$ cat src/rtl/fifo_sync_umbral.sv
// Single-clock FIFO with programmable almost-full/almost-empty thresholds, occupancy count and error flags.
// Latency: a pop registers data_out/valid_out one cycle after it is accepted; flags decode the registered count.
// Backpressure: pushes are refused when full unless a pop is accepted that cycle; refused requests raise errors.
// Optional macro FIFO_STICKY_ERROR_EN: error flags latch until reset instead of pulsing.
module fifo_sync_umbral #(
  parameter int DW = 8,
  parameter int AW = 3
) (
  input  logic          clk,
  input  logic          reset,
  input  logic          push,
  input  logic          pop,
  input  logic [DW-1:0] data_in,
  input  logic [AW:0]   umbral_almost_full,
  input  logic [AW:0]   umbral_almost_empty,
  output logic [DW-1:0] data_out,
  output logic          valid_out,
  output logic [AW:0]   count,
  output logic          fifo_full,
  output logic          fifo_empty,
  output logic          almost_full,
  output logic          almost_empty,
  output logic          error_overflow,
  output logic          error_underflow,
  output logic          error
);

  localparam logic [AW:0]   DEPTH   = {1'b1, {AW{1'b0}}};
  localparam logic [AW:0]   CNT_ONE = (AW+1)'(1);
  localparam logic [AW-1:0] PTR_ONE = AW'(1);

  logic [DW-1:0] mem [0:(1<<AW)-1];
  logic [AW-1:0] wr_ptr;
  logic [AW-1:0] rd_ptr;
  logic          pop_ok;
  logic          push_ok;
  logic          ovf_evt;
  logic          unf_evt;

  // Status decodes of the registered occupancy and the live thresholds
  assign fifo_full    = (count == DEPTH);
  assign fifo_empty   = (count == '0);
  assign almost_full  = (umbral_almost_full != '0) && (count >= umbral_almost_full);
  assign almost_empty = (count <= umbral_almost_empty);
  assign error        = error_overflow | error_underflow;

  // A pop frees a slot in the same cycle, so a full FIFO can still take a push alongside it
  assign pop_ok  = pop && !fifo_empty;
  assign push_ok = push && (!fifo_full || pop_ok);
  assign ovf_evt = push && !push_ok;
  assign unf_evt = pop && fifo_empty;

  // Storage array: not reset, writes suppressed while reset is asserted
  always_ff @(posedge clk) begin
    if (!reset && push_ok) begin
      mem[wr_ptr] <= data_in;
    end
  end

  // Pointers, occupancy, read register and error flags
  always_ff @(posedge clk) begin
    if (reset) begin
      wr_ptr          <= '0;
      rd_ptr          <= '0;
      count           <= '0;
      data_out        <= '0;
      valid_out       <= 1'b0;
      error_overflow  <= 1'b0;
      error_underflow <= 1'b0;
    end else begin
      if (push_ok) begin
        wr_ptr <= wr_ptr + PTR_ONE;
      end
      if (pop_ok) begin
        rd_ptr   <= rd_ptr + PTR_ONE;
        data_out <= mem[rd_ptr];
      end
      valid_out <= pop_ok;
      case ({push_ok, pop_ok})
        2'b10:   count <= count + CNT_ONE;
        2'b01:   count <= count - CNT_ONE;
        default: count <= count;
      endcase
`ifdef FIFO_STICKY_ERROR_EN
      error_overflow  <= error_overflow | ovf_evt;
      error_underflow <= error_underflow | unf_evt;
`else
      error_overflow  <= ovf_evt;
      error_underflow <= unf_evt;
`endif
    end
  end

endmodule

$ cat config.mk
export PLATFORM = sky130hd
export DESIGN_NAME = fifo_sync_umbral
export DESIGN_NICKNAME = d
export VERILOG_FILES = /design/src/rtl/fifo_sync_umbral.sv
export SDC_FILE = /design/constraint.sdc
export NUM_CORES = 1
export LEC_CHECK = 0
export ABC_AREA = 1
export ABC_CLOCK_PERIOD_IN_PS = 2200
export CAP_MARGIN = 10
export CELL_PAD_IN_SITES_DETAIL_PLACEMENT = 0
export CELL_PAD_IN_SITES_GLOBAL_PLACEMENT = 1
export CORE_ASPECT_RATIO = 0.7
export CORE_MARGIN = 2
export CORE_UTILIZATION = 44
export CTS_BUF_LIST = sky130_fd_sc_hd__clkbuf_4 sky130_fd_sc_hd__clkbuf_8 sky130_fd_sc_hd__clkbuf_16
export DETAILED_ROUTE_END_ITERATION = 10
export PLACE_DENSITY_LB_ADDON = 0.1
export SYNTH_ARGS = -nofsm -noshare
export SYNTH_HDL_FRONTEND = slang
export SYNTH_SLANG_ARGS = --single-unit
$ cat constraint.sdc
create_clock -name clk -period 2.2 [get_ports clk]
set_clock_uncertainty 0.1 [all_clocks]
set_input_delay 0.44 -clock clk [delete_from_list [all_inputs] [get_ports clk]]
set_output_delay 0.44 -clock clk [all_outputs]
set_load 0.02 [all_outputs]
## Word-level counts from Yosys, hierarchy flattened

Memory sizes are Yosys's and may differ from the RTL's. A register that Yosys moved wholly into a read port is not among the register bits.
Cells that the tools add are included.

- Bits in read-only memories: 0
- Bits of input ports: 20
- Word-level logic and storage cells: 34
- RAM bits: 64
- Register bits: 13
- Output and inout bits: 20
- Memories kept: 1
- Bits in latches: 0

- Muxes and demuxes: 3
- Shift-type cells: 0
- Div/mod/pow operators: 0
- Order comparisons: 2
- Add/sub/neg operators: 4
- Equality and inequality tests: 3
- Reduce and logical (&&, ||, !) cells: 14
- Bitwise logic cells: 1
- Multiply operators: 0

Memories:

| memory | depth | width | rd ports | clocked after memory_dff | wr ports | line | text |
|---|---|---|---|---|---|---|---|
| mem | 8 | 8 | 1 | 1 | 1 | 32 | `logic [DW-1:0] mem [0:(1<<AW)-1];` |

Operators by type and width:

| cell | number |
|---|---|
| 4-bit one-hot mux with 2 select lines | 1 |
| 3-bit by 1-bit adder with 3-bit output, second input constant | 2 |
| 1-bit logical AND | 6 |
| 4-bit by 1-bit adder with 4-bit output, second input constant | 1 |
| 4-bit equality test, second input constant | 1 |
| 4-bit greater-or-equal comparator | 1 |
| 4-bit less-or-equal comparator | 1 |
| 1-bit zero test | 4 |
| 4-bit zero test | 1 |
| 4-bit nonzero test | 1 |
| 4-bit by 1-bit subtractor with 4-bit output, second input constant | 1 |
| 2-bit by 1-bit equality test with 1-bit output, second input constant | 1 |
| 2-bit equality test, second input constant | 1 |
| 1-bit two-way mux | 2 |
| 2-bit nonzero test | 1 |
| 1-bit logical OR | 1 |
| 1-bit bitwise OR | 1 |

## Longest topological paths before layout

Gate-level depths: netlist of the first run.

- Depth in word-level cells: 8
- Mapped depth: 11
- Depth with buffers taken out: 11

## Least setup slack after synthesis of the first run

Ideal clock, no wire load.

- Kind: reg-to-output
- Start: register count[0]
- End: output almost_empty
- Path buffers: 0
- Data required time: 1660 ps
- Data arrival time: 1483 ps
- Cell stages (with the launch flop): 5
- Setup slack: 177 ps
- Cell sequence: dfxtp_1 > inv_1 > ha_1 > nand2_1 > o21ai_0

- Longest elaborated chain between the ends: 1

Ends and longest elaborated chain:

| item | line | text |
|---|---|---|
| from (decl) | 18 | `output logic [AW:0] count,` |
| from (signal assigned) | 80 | `2'b10: count <= count + CNT_ONE;` |
| from (signal assigned) | 81 | `2'b01: count <= count - CNT_ONE;` |
| from (signal assigned) | 82 | `default: count <= count;` |
| 4-bit less-or-equal comparator | 44 | `assign almost_empty = (count <= umbral_almost_empty);` |
| to (decl) | 22 | `output logic almost_empty,` |

No other way between the ends.

## Final worst setup path of the first run

- Start: input umbral_almost_empty[1]
- End: output almost_empty

- Longest elaborated chain between the ends: 1

Ends and longest elaborated chain:

| item | line | text |
|---|---|---|
| from (decl) | 15 | `input logic [AW:0] umbral_almost_empty,` |
| 4-bit less-or-equal comparator | 44 |  |

No other way between the ends.

==> flow_summary.yaml, run 1 <==
outcome:
  status: "complete, no violations"
yosys:
  synth_area_per_cell_um2: 9.931
  synth-seq-area-share_pct: 61.90
  synthTopCellsByArea: "edfxtp_1, dfxtp_1, nand2_1, nand3_1, ha_1"
  synth_cell_types: 31
  synth-seq-cells: 85
  netlist.top_cell.by_area: "edfxtp_1"
  syn-cell-area_mm2: 0.003784
  synth.top_cell.area_share_pct: 50.79
  synth_cells: 381
  syn_nets: 414
  yosys_warnings: 0
sta:
  tns_ps: 0
  setup_viol: 0
  period_minus_slack_ps: 2165
  finalCritPeriodShare_pct: 98.41
  timing.fmax_mhz: 461.9
  rsz0062_at_grt: "yes"
  hold_violations: 0
  timing.final.ws_setup_ps: 35.05
  slew_viol_final: 0
  slew_headroom_pct: 74.15
  max_slew.worst_pin.slew_ps: 387.7
floorplanning:
  rows: 28
  start_util_pct: 45.00
  die_h_um: 81.59
  fp.dieArea_mm2: 0.009369
  dieWidth_um: 114.8
  core-area_mm2: 0.008408
  ioPinCount: 40
routing:
  drc: 0
  totalWireLength_um: 8539
  wl_per_cell_um: 15.36
  vias_per_cell: 4.917
  antenna_left: 0
  drt_iter0_drc: 247
  vias: 2734
  drtPass1Iterations: 4
layout:
  regArea_mm2: 0.002347
  layout_commonest_cell: "nand2_1"
  final_cell_mix: "nand2_1, edfxtp_1, nand3_1"
  nNetsFinal: 479
  multi_input_area_mm2: 0.001275
  area_growth_pct: 27.91
  fillers: 754
  antenna_cells: 0
  drive_gt1_share_pct: 16.19
placement:
  detailed_place_hpwl_um: 5639
  post-place-ws_ps: -619.3
  gp_congestion: 0.7551
  port_buffers: 39
worst_setup_path:
  endpoint_kind: "output port"
  r2r-end: "count[3]"
  worstPathMaxFanout: 2
  reg2reg_depth: 12
  critPathLaunchType: "input port"
  timing.reg2reg.setup_slack_ps: 210
  critical_path_required_ps: 1660
  r2r-start: "count[3]"
  path_class: "in2out"
  cp-startpoint: "umbral_almost_empty[1]"
  critPathArrivalTime_ps: 1620
global_route:
  grt_pass1_vias: 2551
  track_usage_pct: 20.01
  grt_max_degree: 35
  antenna_found_initial: 0
  grt-ovfl-total: 0
  grt_first_pass_wirelength_um: 13670
clock_network:
  cts.sinks: 85
  clkTransAtPathRegs_ps: 60
  cts_tree: "built"
  cts_buffers: 9
  clock_path_buffers: 2
  root_buffer: "clkbuf_16"
  htreeDepth: 3
  ctsHoldBuffers: 0
  clk_latency_ps: 340
worst_hold_path:
  min_path_cells: 2
  min_path_type: "reg2reg"
  hold_path_startpoint: "data_out[4]"
  hold_end: "data_out[4]"
pwr:
  p_leak_nw: 2.016
  peakVddDrop_uv: 586.0
  powerDensity_mw_per_mm2: 1146
  total_power_w: 0.005547
flow_run:
  maxCapViolations: 0
-- metrics by stage --
step	cells	area [um^2]	hold slack, ps	utilization [%]
floorplan	381	3784	387.2	-
global placement	539	4425	351.3	52.63
detailed placement	539	4425	355.2	52.63
CTS	555	4755	364.6	56.55
global route	556	4840	380.5	57.56
finish	556	4840	360.7	57.56
-- cell families (layout without fill, tap and decap cells) --
kind of cell | Yosys count | after routing | share of synthesized area, %
AO/OA/AOI/OAI | 38 | 38 | 5.225
XOR/XNOR | 2 | 2 | 0.4630
adder cells (fa/ha/maj) | 13 | 13 | 4.497
AND/OR/NAND/NOR | 187 | 187 | 21.40
flip-flops | 85 | 85 | 61.90
buffers and inverters | 56 | 126 | 6.514
-- worst max path at each step --
stage                         endpoint  slack (ps)  cells past startpoint
after floorplan           almost_empty         180                      4
after global placement     almost_full        -590                     10
after detailed placement   almost_full        -620                     10
after CTS                  almost_full        -160                     10
after global routing      almost_empty         -10                      7
final                     almost_empty          40                      7
-- synthesized netlist by cell type (all sizes together) --
library cell    n
a21oi          19
nand3          44
xor2            2
o21bai          1
edfxtp         64
nor3            2
fa              1
buf            11
nand4           2
clkbuf          2
nand2         107
nor2           31
inv            42
a31oi           1
dfxtp          21
o41ai           1
or2             1
ha             12
clkinv          1
o21ai          16
-- power breakdown --
group	total, W	internal [W]	switching, W
sequential	0.00198	0.00187	0.000107
clock	0.00158	0.000987	0.000596
combinational	0.00199	0.000798	0.00119
total	0.00555	0.00365	0.00189
-- registers in the layout (all words and copies together) (netlist names) --
signal,flops
valid_out,1
count,4
error_underflow,1
mem,64
data_out,8
wr_ptr,3
error_overflow,1
rd_ptr,3
-- worst max-delay path: stages --
cell and delay (ps):
clkdlybuf4s50_1 460, inv_1 60, ha_4 270, a21oi_2 50
o21ai_2 110, o21ai_1 70, buf_4 160
-- cell type report --
| type | count | area share [%] |
|---|---|---|
| sequential | 85 | 48.50 |
| multi-input combinational | 240 | 26.34 |
| timing repair buffer | 67 | 12.54 |
| clock buffer | 9 | 4.654 |
| inverter | 43 | 3.387 |
| tap | 105 | 2.715 |
| clock inverter | 7 | 1.861 |
-- layer usage --
layer / GRT usage (%) / vias to the layer above / share of wire, %
met2: 28.05 / 61 / 41
met5: 0 / - / 0
li1: - / 1400 / -
met4: 4.940 / 0 / 0.87
met3: 6.568 / 6 / 5.6
met1: 29.95 / 1267 / 53
-- what timing repair did --
item,CTS,global route
pin swaps,3,5
gates cloned,0,0
setup buffers,0,1
resized for setup,19,16
endpoints found under the setup margin,4,2
Note: power is estimated with default switching activity, not from simulation.
==> run 2, diff against run 1 <==
--- a/config.mk
+++ b/config.mk
@@ -7,7 +7,7 @@
 export LEC_CHECK = 0
 export ABC_AREA = 1
 export ABC_CLOCK_PERIOD_IN_PS = 2200
-export CAP_MARGIN = 10
+export CAP_MARGIN = 15
 export CELL_PAD_IN_SITES_DETAIL_PLACEMENT = 0
 export CELL_PAD_IN_SITES_GLOBAL_PLACEMENT = 1
 export CORE_ASPECT_RATIO = 0.7
==> results of run 2 <==
No change in the layout: final DEF, timing and power equal those of run 1.
==> edit 1, RTL diff (config.mk and constraints of run 2) <==
Set the parameter `DW` to 7 (it was 8).
--- a/src/rtl/fifo_sync_umbral.sv
+++ b/src/rtl/fifo_sync_umbral.sv
@@ -3,7 +3,7 @@
 // Backpressure: pushes are refused when full unless a pop is accepted that cycle; refused requests raise errors.
 // Optional macro FIFO_STICKY_ERROR_EN: error flags latch until reset instead of pulsing.
 module fifo_sync_umbral #(
-  parameter int DW = 8,
+  parameter int DW = 7,
   parameter int AW = 3
 ) (
   input  logic          clk,
Interface: changed (resized data_in and data_out); port bits go from 40 to 38. The function was not compared with the original's and may differ.
==> edit 1 against run 2 <==
  * Core utilization rose by 1.8 points
  * Critical endpoint is now almost_full
  * Sequential cell count fell by 9
  * Wire length fell by 11%
  * First-iteration DRC count fell by 45%
  * Sequential power fell by 9%
  * Combinational power fell by 9%
  * Clock power fell by 12%
  * Cell count fell by 7.0%
  * Area after synthesis fell by 9.0%
  * Design area fell by 8.6%
  * Setup slack improved by 0.017 ns
  * Power fell by 9.5%
==> edit 1: results (changes against run 2) <==
largest net degree at the start of global routing=30 (-14%); Pins Over Slew Limit=0 (unchanged); metal3 WL=501 microns (+3.9%); Crit Path Max Fanout=4 (+2); pre-CTS WS=-0.625 ns (-0.00526 ns); met2 WL post-DR=3250 microns (-6.9%); EDFF count, synth=56 (-13%); fraction of layout cells with a size suffix above 1=0.179 (+0.0171); leakage=1.87 nW (-7.4%); Yosys warnings=0 (unchanged); main area contributors after synthesis=edfxtp_1 (49%), dfxtp_1 (12%), nand2_1 (9.9%); first-pass GRT wire length=11900 microns (-13%); Clock transition at path regs=0.08 ns (+0.02 ns); Initial DRT Pass Iterations=4 (unchanged); top cell type's share of synthesized area=0.488 (-0.0197); biggest regs=mem: 56 flops, data_out: 7 flops, count: 4 flops; Clk Tree Root Cell=clkbuf_8; Max rail drop VDD=0.470 mV (-20%); Met1 Wirelength=3780 microns (-16%); number of global-route vias before repair=2245 (-12%); most frequent cells after synthesis=nand2_1 (91), edfxtp_1 (56), inv_1 (40); Post-CTS Setup Bufs=0 (unchanged); Final HPWL DP=5230 microns (-7.3%); CTS buffer count=9 (unchanged); register area share after synthesis=0.604 (-0.0146); initial antenna violation count=0 (unchanged); gate count of the mapped netlist=349 (-8.4%); Clock Latency Late Sink=0.35 ns; worst-margin pin slew=0.383 ns (-0.00427 ns); CP Data Arrival Time=about 1.6 ns; Placer Congestion=0.809 (+7.2%); min-delay worst type=reg -> reg; Syn Nets=381 (-8.0%); fin cells=517 (-7.0%); IO Port Bufs=37 (-5.1%); Post-Synth XOR/XNOR Area=0.00509 (+0.000456); mux cell area share after synthesis=0 (unchanged); Nets=446 (-6.9%); adder-cell share of the synthesized area=0.0494 (+0.00443); routed vias=2492 (-8.9%); status=completed; Async SR Flop Fraction=0 (unchanged); Routed WL=7590 microns (-11%); synth unique cells=31 (unchanged); Routed Antenna Nets=0 (unchanged); Antenna diodes=0 (unchanged); number of placed instances, taps included=501 (-7.1%); Synth Area in Compound Gates=0.0538 (+0.00151); Detailed Route Iter0 Violations=136 (-45%); GR Util All Layers=0.191 (-0.00955); # fillers=675 (-10%); Clock Tree Buf Depth=2 (unchanged); max layer used=met4; H-tree lvl count=3 (unchanged)
-- edit 1: cell count changes after synthesis, sizes merged --
cell	delta
a21oi	-1
nor2	-2
buf	-3
o21ai	-1
nand2	-12
dfxtp	-1
a31oi	-1
nand3	-3
clkbuf	+1
edfxtp	-8
and3	+1
clkinv	-1
inv	-1
-- edit 1: cell type report --
| type | instances | share of cell area |
|---|---|---|
| multi-input combinational | 221 | 0.273 |
| sequential | 76 | 0.471 |
| inverter | 41 | 0.0348 |
| clock inverter | 6 | 0.0308 |
| tap | 98 | 0.0277 |
| clock buffer | 10 | 0.0297 |
| timing repair buffer | 65 | 0.133 |
-- edit 1: what timing repair did --
item	in CTS	in global routing
resized for setup	23	17
pin swaps	4	5
endpoints found under the setup margin	4	4
-- edit 1: through the flow --
step,cell area (sq um),setup TNS [ns]
2_1_floorplan,3440,0
3_3_place_gp,4070,-4.54
3_5_place_dp,4070,-5.90
4_1_cts,4360,-0.0819
5_1_grt,4420,-0.0355
6_report,4420,0
-- edit 1: path summary, 6_finish.rpt --
check	from	cells after the start	slack, ns	to
setup / recovery	count[1]	8	0.05	almost_full
hold / removal	data_out[5]	2	0.37	data_out[5]
setup reg to reg	count[3]	12	0.19	count[3]
hold reg to reg	data_out[5]	2	0.37	data_out[5]
-- edit 1: cell families (layout without fill, tap and decap cells) --
family / count (synthesis) / in the layout
AO/OA/AOI/OAI: 35 / 35
XOR/XNOR: 2 / 2
adder cells (fa/ha/maj): 13 / 13
buffers and inverters: 52 / 122
flip-flops: 76 / 76
AND/OR/NAND/NOR: 171 / 171
-- edit 1: routing by layer --
metal,global-route usage,vias up
li1,-,1290
met1,0.293,1133
met2,0.259,62
met3,0.0532,7
met4,0.0582,0
met5,0,-
-- edit 1: power by group --
part / switching [mW] / internal, mW / leakage, nW
clock: 0.506 / 0.883 / 0.130
combinational: 1.07 / 0.757 / 1.07
sequential: 0.136 / 1.67 / 0.671
-- edit 1: worst max-delay path: stages (launching register included) --
cell and delay (ns):
dfxtp_2 0.45, ha_4 0.24, inv_1 0.05, o21bai_1 0.06
nand3_1 0.06, nand3_1 0.08, o41ai_1 0.09, inv_1 0.10
buf_6 0.14
==> edit 2, RTL diff (config.mk and constraints of run 2) <==
Without the edit above. Make the reset (`reset`) asynchronous in one clocked block.
--- a/src/rtl/fifo_sync_umbral.sv
+++ b/src/rtl/fifo_sync_umbral.sv
@@ -58,7 +58,7 @@
   end
 
   // Pointers, occupancy, read register and error flags
-  always_ff @(posedge clk) begin
+  always_ff @(posedge clk or posedge reset) begin
     if (reset) begin
       wr_ptr          <= '0;
       rd_ptr          <= '0;
Function: differs if reset is asserted again (counterexample within 4 cycles, from zero or initial values and one cycle with reset high); with reset held inactive, the same outputs for 10 cycles.
==> edit 2 against run 2 <==
  * Critical path depth increased by 1
  * Critical endpoint is now almost_full
  * Setup slack improved by 0.0090 ns
  * Area after synthesis decreased by 2.0%
  * Maximum frequency increased by 0.42%
  * Wire length decreased by 9.1%
  * Highest routed layer unchanged
  * Sequential cell count unchanged
  * Design area decreased by 1.5%
  * Power increased by 10%
  * First-iteration DRC count decreased by 52%
==> edit 2: results (changes against run 2) <==
Crit Path Max Fanout=3 (+1); synth unique cells=29 (-6.5%); # fillers=669 (-11%); biggest regs=mem: 64 flops, data_out: 8 flops, count: 4 flops; Clock Tree Buf Depth=2 (unchanged); GR Util All Layers=0.186 (-0.0138); Async SR Flop Fraction=0.247 (+0.247); Syn Nets=355 (-14%); first-pass GRT wire length=12300 microns (-10%); hold_ws=0.203 ns (-0.157 ns); Antenna diodes=0 (unchanged); r2r setup slk=0.24 ns (+0.03 ns); min-delay worst type=in -> async; main area contributors after synthesis=edfxtp_1 (52%), dfrtp_1 (14%), nor2_1 (6.0%); number of global-route vias before repair=2336 (-8.4%); DR vias/cell=5.15 (+4.7%); Max rail drop VDD=0.562 mV (-4.1%); pre-CTS WS=-0.643 ns (-0.0239 ns); Final HPWL DP=5210 microns (-7.6%); Nets=418 (-13%); Clk Tree Root Cell=clkbuf_16; Detailed Route Iter0 Violations=119 (-52%); leakage=1.90 nW (-6.0%); Clock transition at path regs=0.06 ns (about the same); register area share after synthesis=0.660 (+0.0409); Routed WL=7760 microns (-9.1%); crit path from=count[1]; IO Port Bufs=39 (unchanged); Max Freq=464 MHz (+0.42%); status=completed; most frequent cells after synthesis=edfxtp_1 (64), nor2_1 (59), nand2_1 (30), o21ai_0 (30), inv_1 (22); FF-to-FF Start=count[3]; fraction of layout cells with a size suffix above 1=0.187 (+0.0253); slew margin rel.=0.630 (-0.112); switch share=0.350 (+0.00893); Placer Congestion=0.740 (-1.9%)
edit 2: cell types whose count changed after synthesis, sizes merged, moves of 16 or more:
| cell | before | now |
|---|---|---|
| dfrtp | 0 | 21 |
| dfxtp | 21 | 0 |
| inv | 42 | 25 |
| nand2 | 107 | 35 |
| nand3 | 44 | 19 |
| nor2 | 31 | 61 |
| o211ai | 0 | 16 |
| o21ai | 16 | 35 |
edit 2: timing repair:
action                                  4_1_cts  5_1_grt
buffers inserted                              0        1
resized for setup                            18       19
hold buffers                                  0        0
endpoints found under the setup margin        4        5
pin swaps                                     3        3
edit 2: routing by layer:
metal  track usage  share of wire  up-vias  wire length [microns]
li1              -              -     1250                      -
met1         0.265           0.48     1213                   3760
met2         0.266           0.45       57                   3510
met3        0.0582          0.047        9                    363
met4        0.0793          0.017        0                    129
met5             0              0        -                      0
edit 2: cell type report:
type	instances	area share
repair buffers	64	0.123
flip-flops and latches	85	0.514
well taps	101	0.0265
inverters	26	0.0205
multi-input cells	199	0.248
clock inverters	7	0.0207
clock buffers	9	0.0473
edit 2: worst max-delay path, cell delays in order, from the launching register on:
cell and delay (ns):
dfrtp_2 0.44, ha_4 0.27, inv_1 0.03, o21bai_1 0.12
nand3_1 0.09, nand3_1 0.07, o41ai_1 0.06, inv_1 0.07
buf_6 0.11
edit 2: kinds of logic after synthesis:
kind of cell / count (synthesis) / synth area share
DFF: 85 / 0.660
and+or+nand+nor: 122 / 0.145
xor gates and xnor gates: 6 / 0.0142
AOI/OAI and AO/OA: 58 / 0.0908
buffers and inverters: 38 / 0.0445
adders and majority gates: 13 / 0.0459
edit 2: per-stage QoR:
stage               total power [mW]  setup TNS [ns]  std cells  cell area, sq um   util
floorplan                       3.64               0        322              3730      -
global placement                4.47           -1.09        474              4360  0.544
detailed placement              4.50           -1.16        474              4360  0.544
CTS                             6.12          -0.179        490              4690  0.586
global route                    6.54         -0.0611        491              4770  0.595
finish                          6.13               0        491              4770  0.595
edit 2: power groups by stage:
stage	Clock [mW]	Sequential [mW]	Combinational, mW
after floorplan	0	2.35	1.29
after global placement	0	2.19	2.28
after detailed placement	0	2.19	2.31
after CTS	1.64	2.16	2.32
after global routing	1.69	2.21	2.65
final	1.59	2.18	2.36
edit 2: path summary, 6_finish.rpt:
path	cells past startpoint	to
worst max-delay path	8	almost_full
worst min-delay path	2	wr_ptr[0]
worst max register to register	14	count[3]
worst min register to register	2	data_out[5]
max in group asynchronous	3	count[1]
min in group clk	2	data_out[5]
